--- src/rtl/hs_byte_packer_if.sv ---
// hs_byte_packer_if
//   Bundles the byte-side and word-side handshake signals of hs_byte_packer.
//   Signal suffixes are from the packer's point of view.
//   Ports / signals:
//     valid_pre_i, data_pre_i, ready_pre_o : 8-bit upstream valid/ready handshake
//     flush_i                              : single-cycle request to emit a partial word
//     valid_post_o, data_post_o,
//     keep_post_o, ready_post_i            : downstream word handshake with byte-keep mask
//   Modports:
//     slave  : used by the packer itself
//     master : used by whatever drives the packer (upstream + downstream environment)
interface hs_byte_packer_if #(
    parameter int BEATS = 4
);
    logic                 valid_pre_i;
    logic [7:0]           data_pre_i;
    logic                 ready_pre_o;
    logic                 flush_i;
    logic                 valid_post_o;
    logic [8*BEATS-1:0]   data_post_o;
    logic [BEATS-1:0]     keep_post_o;
    logic                 ready_post_i;

    modport slave (
        input  valid_pre_i,
        input  data_pre_i,
        input  flush_i,
        input  ready_post_i,
        output ready_pre_o,
        output valid_post_o,
        output data_post_o,
        output keep_post_o
    );

    modport master (
        output valid_pre_i,
        output data_pre_i,
        output flush_i,
        output ready_post_i,
        input  ready_pre_o,
        input  valid_post_o,
        input  data_post_o,
        input  keep_post_o
    );
endinterface

--- src/rtl/hs_byte_packer.sv ---
// hs_byte_packer
//   Packs BEATS consecutive bytes (little-endian, byte 0 in bits [7:0]) into one
//   wide word presented on a registered valid/ready output with a contiguous
//   byte-keep mask. A flush request emits a partially filled word early; if the
//   output register is busy the flush is held pending and upstream is stalled.
//   Ports:
//     clk    : sole clock, rising edge
//     rst_n  : asynchronous active-low reset
//     bus    : hs_byte_packer_if.slave (byte input, flush, word output)
module hs_byte_packer #(
    parameter int BEATS = 4
) (
    input  logic              clk,
    input  logic              rst_n,
    hs_byte_packer_if.slave   bus
);
    localparam int            CW       = $clog2(BEATS);
    localparam logic [CW-1:0] CNT_LAST = CW'(BEATS - 1);

    logic [CW-1:0]          cnt_q, cnt_d;
    logic [8*(BEATS-1)-1:0] acc_q, acc_d;
    logic                   fpend_q, fpend_d;
    logic                   valid_q, valid_d;
    logic [8*BEATS-1:0]     data_q, data_d;
    logic [BEATS-1:0]       keep_q, keep_d;

    logic                   slot;
    logic                   ready_pre;
    logic                   acc_in;
    logic                   complete;
    logic                   flush_any;
    logic [CW:0]            n_bytes;
    logic [BEATS-1:0]       part_keep;

    always_comb begin
        slot      = !valid_q || bus.ready_post_i;
        // The last lane is only accepted when the word can go straight out,
        // so a completing byte never has to wait inside the packer.
        ready_pre = !fpend_q && ((cnt_q != CNT_LAST) || slot);
        acc_in    = bus.valid_pre_i && ready_pre;
        complete  = acc_in && (cnt_q == CNT_LAST);
        flush_any = bus.flush_i || fpend_q;
        n_bytes   = {1'b0, cnt_q} + {{CW{1'b0}}, acc_in};
        part_keep = (BEATS'(1) << n_bytes) - BEATS'(1);

        acc_d   = acc_q;
        cnt_d   = cnt_q;
        fpend_d = fpend_q;
        valid_d = valid_q;
        data_d  = data_q;
        keep_d  = keep_q;

        if (valid_q && bus.ready_post_i) begin
            valid_d = 1'b0;
        end

        if (acc_in && !complete) begin
            for (int i = 0; i < BEATS - 1; i++) begin
                if (cnt_q == CW'(i)) begin
                    acc_d[8*i +: 8] = bus.data_pre_i;
                end
            end
            cnt_d = cnt_q + CW'(1);
        end

        if (complete) begin
            // A full word also satisfies any flush in flight.
            data_d  = {bus.data_pre_i, acc_q};
            keep_d  = '1;
            valid_d = 1'b1;
            cnt_d   = '0;
            fpend_d = 1'b0;
        end else if (flush_any) begin
            if (n_bytes == '0) begin
                fpend_d = 1'b0;
            end else if (slot) begin
                // acc_d already includes a byte accepted this cycle; stale
                // lanes beyond n_bytes are forced to zero.
                data_d = '0;
                for (int i = 0; i < BEATS - 1; i++) begin
                    if (part_keep[i]) begin
                        data_d[8*i +: 8] = acc_d[8*i +: 8];
                    end
                end
                keep_d  = part_keep;
                valid_d = 1'b1;
                cnt_d   = '0;
                fpend_d = 1'b0;
            end else begin
                fpend_d = 1'b1;
            end
        end
    end

    always_ff @(posedge clk or negedge rst_n) begin
        if (!rst_n) begin
            cnt_q   <= '0;
            acc_q   <= '0;
            fpend_q <= 1'b0;
            valid_q <= 1'b0;
            data_q  <= '0;
            keep_q  <= '0;
        end else begin
            cnt_q   <= cnt_d;
            acc_q   <= acc_d;
            fpend_q <= fpend_d;
            valid_q <= valid_d;
            data_q  <= data_d;
            keep_q  <= keep_d;
        end
    end

    assign bus.ready_pre_o  = ready_pre;
    assign bus.valid_post_o = valid_q;
    assign bus.data_post_o  = data_q;
    assign bus.keep_post_o  = keep_q;
endmodule

--- src/flat_wrapper.sv ---
// flat-port wrapper written by rule: the top's interface ports become plain ports
module hs_byte_packer_flat 
#(
    parameter int BEATS = 4
)
  (clk, rst_n, bus_valid_pre_i, bus_data_pre_i, bus_flush_i, bus_ready_post_i, bus_ready_pre_o, bus_valid_post_o, bus_data_post_o, bus_keep_post_o);
  hs_byte_packer_if #(.BEATS(BEATS)) bus_i ();
  input  logic clk;
  input  logic rst_n;
  input wire logic [$bits(bus_i.valid_pre_i)-1:0] bus_valid_pre_i;
  input wire logic [$bits(bus_i.data_pre_i)-1:0] bus_data_pre_i;
  input wire logic [$bits(bus_i.flush_i)-1:0] bus_flush_i;
  input wire logic [$bits(bus_i.ready_post_i)-1:0] bus_ready_post_i;
  output wire logic [$bits(bus_i.ready_pre_o)-1:0] bus_ready_pre_o;
  output wire logic [$bits(bus_i.valid_post_o)-1:0] bus_valid_post_o;
  output wire logic [$bits(bus_i.data_post_o)-1:0] bus_data_post_o;
  output wire logic [$bits(bus_i.keep_post_o)-1:0] bus_keep_post_o;
  assign bus_i.valid_pre_i = bus_valid_pre_i;
  assign bus_i.data_pre_i = bus_data_pre_i;
  assign bus_i.flush_i = bus_flush_i;
  assign bus_i.ready_post_i = bus_ready_post_i;
  assign bus_ready_pre_o = bus_i.ready_pre_o;
  assign bus_valid_post_o = bus_i.valid_post_o;
  assign bus_data_post_o = bus_i.data_post_o;
  assign bus_keep_post_o = bus_i.keep_post_o;
  hs_byte_packer #(.BEATS(BEATS)) u_core (.clk(clk), .rst_n(rst_n), .bus(bus_i));
endmodule
--- config.mk ---
export PLATFORM = sky130hd
export DESIGN_NAME = hs_byte_packer_flat
export DESIGN_NICKNAME = d
export VERILOG_FILES = /design/src/rtl/hs_byte_packer_if.sv /design/src/rtl/hs_byte_packer.sv /design/src/flat_wrapper.sv
export SDC_FILE = /design/constraint.sdc
export NUM_CORES = 1
export LEC_CHECK = 0
export CAP_MARGIN = 30
export CORE_MARGIN = 5
export CORE_UTILIZATION = 40
export DETAILED_ROUTE_END_ITERATION = 8
export PLACE_DENSITY = 0.61
export SYNTH_ARGS = -nofsm -noshare
export SYNTH_HDL_FRONTEND = slang
export SYNTH_SLANG_ARGS = --single-unit
--- constraint.sdc ---
create_clock -name clk -period 9.1 [get_ports clk]
set_input_delay 1.82 -clock clk [delete_from_list [all_inputs] [get_ports clk]]
set_output_delay 1.82 -clock clk [all_outputs]
set_load 0.02 [all_outputs]
==> impl_summary.txt <==
----------------------------------------------------
[Status]
  Run status ... finished, final reports clean

[Global route]
  Via count of the first global-routing pass ... 2074
  Met1 routing resource usage after global routing ... between 20% and 30%
  Pin count of the biggest net entering global routing ... between 60 and 70
  Gr ovfl total ... 0
  Antenna violations before repair ... 0
  Overall track demand over capacity in global routing ... 16.0%
  Layer with the highest usage after global routing ... met2
  Met3 track utilization from global routing ... 5.04%
  Global routing met2 resource utilization ... between 20% and 30%
  Global-route wire length before repair ... about 11000 µm

[Timing]
  Final-report setup violation count ... 0
  Fin. Hold Viols ... 0
  Slew at the pin closest to its max-slew limit ... 0.820 ns
  Setup skew after layout ... 0.00472 ns
  Unrepaired setup endpoints after global routing ... false
  Number of max-slew violations in the final report ... 0
  Worst slew margin ... 45.2%
  Sum of negative setup slack ... 0 ns
  Post-route fraction of the period consumed by the critical path ... 55.8%
  Final Critical Period ... 5.08 ns
  Highest attainable clock frequency ... 197 MHz

[Cells and area]
  Fillers ... 600
  Inserted Diodes ... 0
  Layout Cells excl Fill ... 368
  Number of nets in the finished design ... 304
  Ratio of cells with drive above 1 in the final layout ... 13.2%
  Synthesis-to-finish area growth ... 27.1%

[Drt]
  Number of nets still failing antenna checks after routing ... 0
  Wire length per cell after detailed routing ... between 15 and 20 µm
  Detailed-route via count ... 1968
  DRT Wirelength ... 6310 µm
  DRC violation count after routing ... 0
  Number of DRC violations after detailed-routing iteration 0 ... 86
  First-pass DRT Iterations ... 4
  Via density ... between 5 and 6

[Logic synthesis]
  Synthesized netlist cell count ... 232
  Cell with the most instances after synthesis ... sky130_fd_sc_hd__dfrtp_1
  Post-synthesis async set-or-reset flop share ... 100%
  Mean instance size in the synthesized netlist ... ~12 µm²
  Dominant register cell in the synthesized netlist ... sky130_fd_sc_hd__dfrtp_1
  Leading area contributor after synthesis ... sky130_fd_sc_hd__dfrtp_1
  Post-synth EDFFs ... 0
  Area of the mapped netlist ... 0.00274 mm²
  Top area cells in the synthesized netlist ... sky130_fd_sc_hd__dfrtp_1 59%, sky130_fd_sc_hd__mux2_2 6.6%, sky130_fd_sc_hd__a22oi_1 4.4%
  Post-synthesis sequential area ratio ... 58.5%
  Syn nets ... 252
  Warning count from the yosys run ... 0
  Commonest cells in the netlist ... 64 x sky130_fd_sc_hd__dfrtp_1, 30 x sky130_fd_sc_hd__nor2_1, 16 x sky130_fd_sc_hd__a22oi_1, 16 x sky130_fd_sc_hd__mux2_2, 12 x sky130_fd_sc_hd__a21oi_1
  Flip-flop and latch count after synthesis ... 64
  Count of distinct cell types in the synthesized netlist ... 35
  Synth top area share ... 58.5%

[Floorplan]
  Height of the die ... 92.7 µm
  Area of the core ... 0.00672 mm²
  Starting density of the core ... 40.7%
  Number of ports placed on the die boundary ... 51
  Die area ... 0.00860 mm²
  Die width ... 92.7 µm
  Number of placement rows ... 30

[Worst setup path]
  Crit path max fanout ... 5
  Worst path arrival time ... 3.26 ns
  Internal reg-to-reg setup slack ... 5.82 ns
  CP cell instances ... clkdlybuf4s50_1 > nor2b_1 > a21oi_1 > clkdlybuf4s50_1
  Worst path most repeated cell ... sky130_fd_sc_hd__clkdlybuf4s50_1
  Sort of element at the end of the critical path ... primary output
  Critical path class ... in -> out
  Startpoint type of the worst setup path ... input port
  Buffers plus inverters on the worst setup path ... 2
  Critical Path RT ... 7.28 ns
  Worst path slowest cell ... sky130_fd_sc_hd__clkdlybuf4s50_1
  Crit path largest cell delay ... approximately 0.55 ns
  Cell family contributing the most delay on the critical path ... buffers and inverters

[Clock network]
  Count of hold-fix buffers inserted at cts ... 0
  Clock tree from TritonCTS ... built
  Number of sinks driven by the clock tree ... 64
  Clock tree root driver cell ... sky130_fd_sc_hd__clkbuf_8
  Number of post-CTS setup repair buffers ... 0
  Number of buffers between clock root and the deepest sink ... 2
  Clock latency at the later pin of the worst-skew pair ... ~0.33 ns
  Depth of the CTS H-tree ... 3
  Number of buffers inserted during clock tree synthesis ... 9
  Clock slew at reported path FFs ... roughly 0.06 ns
  Post_cts resized ... 0

[Placed design]
  Gpl congestion ... 0.806
  Placed Cells incl. Taps ... about 350
  Port buffer count ... 50
  Post-detailed-placement half-perimeter wirelength ... 4120 µm

[Pwr]
  Leakage power total ... 0.00151 µW
  Power density of the placed cells ... roughly 380 mW/mm²
  Peak supply drop ... 0.000157 V

[Hold path]
  Type of the tightest min-delay check ... reg -> reg

[Flow run]
  Max-cap violations ... 0

----------------------------------------------------
## power by group
part	switching (µW)	total [µW]	internal (µW)
clock network	98.3	211	113
registers	71.7	483	411
logic	349	633	284
total	519	1330	808
## area by class of cell
type | count | area (µm²) | area share [%]
tap | 80 | 100 | 2.88
sequential | 64 | 1600 | 46.0
multi-input combinational | 142 | 1030 | 29.6
clock buffer | 15 | 166 | 4.78
timing repair buffer | 56 | 541 | 15.5
inverter | 11 | 41.3 | 1.19
## layer usage
layer	wire length [µm]	vias to the layer above
met5	0	-
met4	98	0
met3	332	8
met2	3000	51
met1	2880	971
li1	-	938
## worst reg2reg max path, cell delays in order, from the launching register on
cell and delay [ns]:
sky130_fd_sc_hd__dfrtp_1 0.44, sky130_fd_sc_hd__ha_1 0.31, sky130_fd_sc_hd__a211oi_1 0.38, sky130_fd_sc_hd__ha_1 0.23, sky130_fd_sc_hd__ha_1 0.27, sky130_fd_sc_hd__or3_1 0.38, sky130_fd_sc_hd__ha_1 0.20, sky130_fd_sc_hd__xnor2_1 0.15
sky130_fd_sc_hd__or4_1 0.63, sky130_fd_sc_hd__o21ai_1 0.22
## state kept, by name, summed over array words and instances (netlist names)
| signal | cells |
|---|---|
| u_core.acc_q | 24 |
| u_core.bus.data_post_o | 32 |
| u_core.bus.keep_post_o | 4 |
| u_core.bus.valid_post_o | 1 |
| u_core.cnt_q | 2 |
| u_core.fpend_q | 1 |
## path summary, 6_finish.rpt
path                                                          endpoint                             startpoint  cells past startpoint
worst min-delay path             u_core.bus.keep_post_o[0]$_DFFE_PN0P_  u_core.bus.keep_post_o[0]$_DFFE_PN0P_                      1
worst max-delay path                                   bus_ready_pre_o                       bus_ready_post_i                      4
worst max register to register  u_core.bus.data_post_o[19]$_DFFE_PN0P_              u_core.cnt_q[0]$_DFF_PN0_                      9
max in group asynchronous       u_core.bus.data_post_o[15]$_DFFE_PN0P_                                  rst_n                      2
worst min register to register   u_core.bus.keep_post_o[0]$_DFFE_PN0P_  u_core.bus.keep_post_o[0]$_DFFE_PN0P_                      1
min in group asynchronous        u_core.bus.data_post_o[9]$_DFFE_PN0P_                                  rst_n                      2
## cells by family after synthesis
| group | Yosys count | share of synthesized area [%] |
|---|---|---|
| AO/OA/AOI/OAI | 60 | 15.7 |
| XOR/XNOR | 2 | 0.640 |
| adder cells (fa/ha/maj) | 7 | 3.20 |
| buffers and inverters | 26 | 4.12 |
| flip-flops | 64 | 58.5 |
| multiplexers | 24 | 9.51 |
| AND/OR/NAND/NOR | 49 | 8.32 |
## through the flow
step	utilization [%]	setup slack (ns)	hold slack (ns)	total power (µW)	area (µm²)
floorplan	-	5.02	0.472	884	2740
global placement	49.3	4.06	0.451	1110	3310
detailed placement	49.3	4.04	0.451	1130	3310
CTS	51.8	4.02	0.481	1340	3480
global route	51.8	3.96	0.515	1430	3480
finish	51.8	4.02	0.474	1330	3480
## cells in the final DEF (no fill, tap or decap), types with 7 or more instances in the layout
master	count
sky130_fd_sc_hd__a21oi_1	11
sky130_fd_sc_hd__a221oi_1	8
sky130_fd_sc_hd__a22o_1	8
sky130_fd_sc_hd__a22oi_1	16
sky130_fd_sc_hd__clkbuf_8	11
sky130_fd_sc_hd__clkdlybuf4s50_1	49
sky130_fd_sc_hd__dfrtp_1	64
sky130_fd_sc_hd__ha_1	7
sky130_fd_sc_hd__inv_1	11
sky130_fd_sc_hd__mux2_2	16
sky130_fd_sc_hd__mux2i_1	8
sky130_fd_sc_hd__nor2_1	29
sky130_fd_sc_hd__o21ai_1	7
Note: power is estimated with default switching activity, not from simulation.
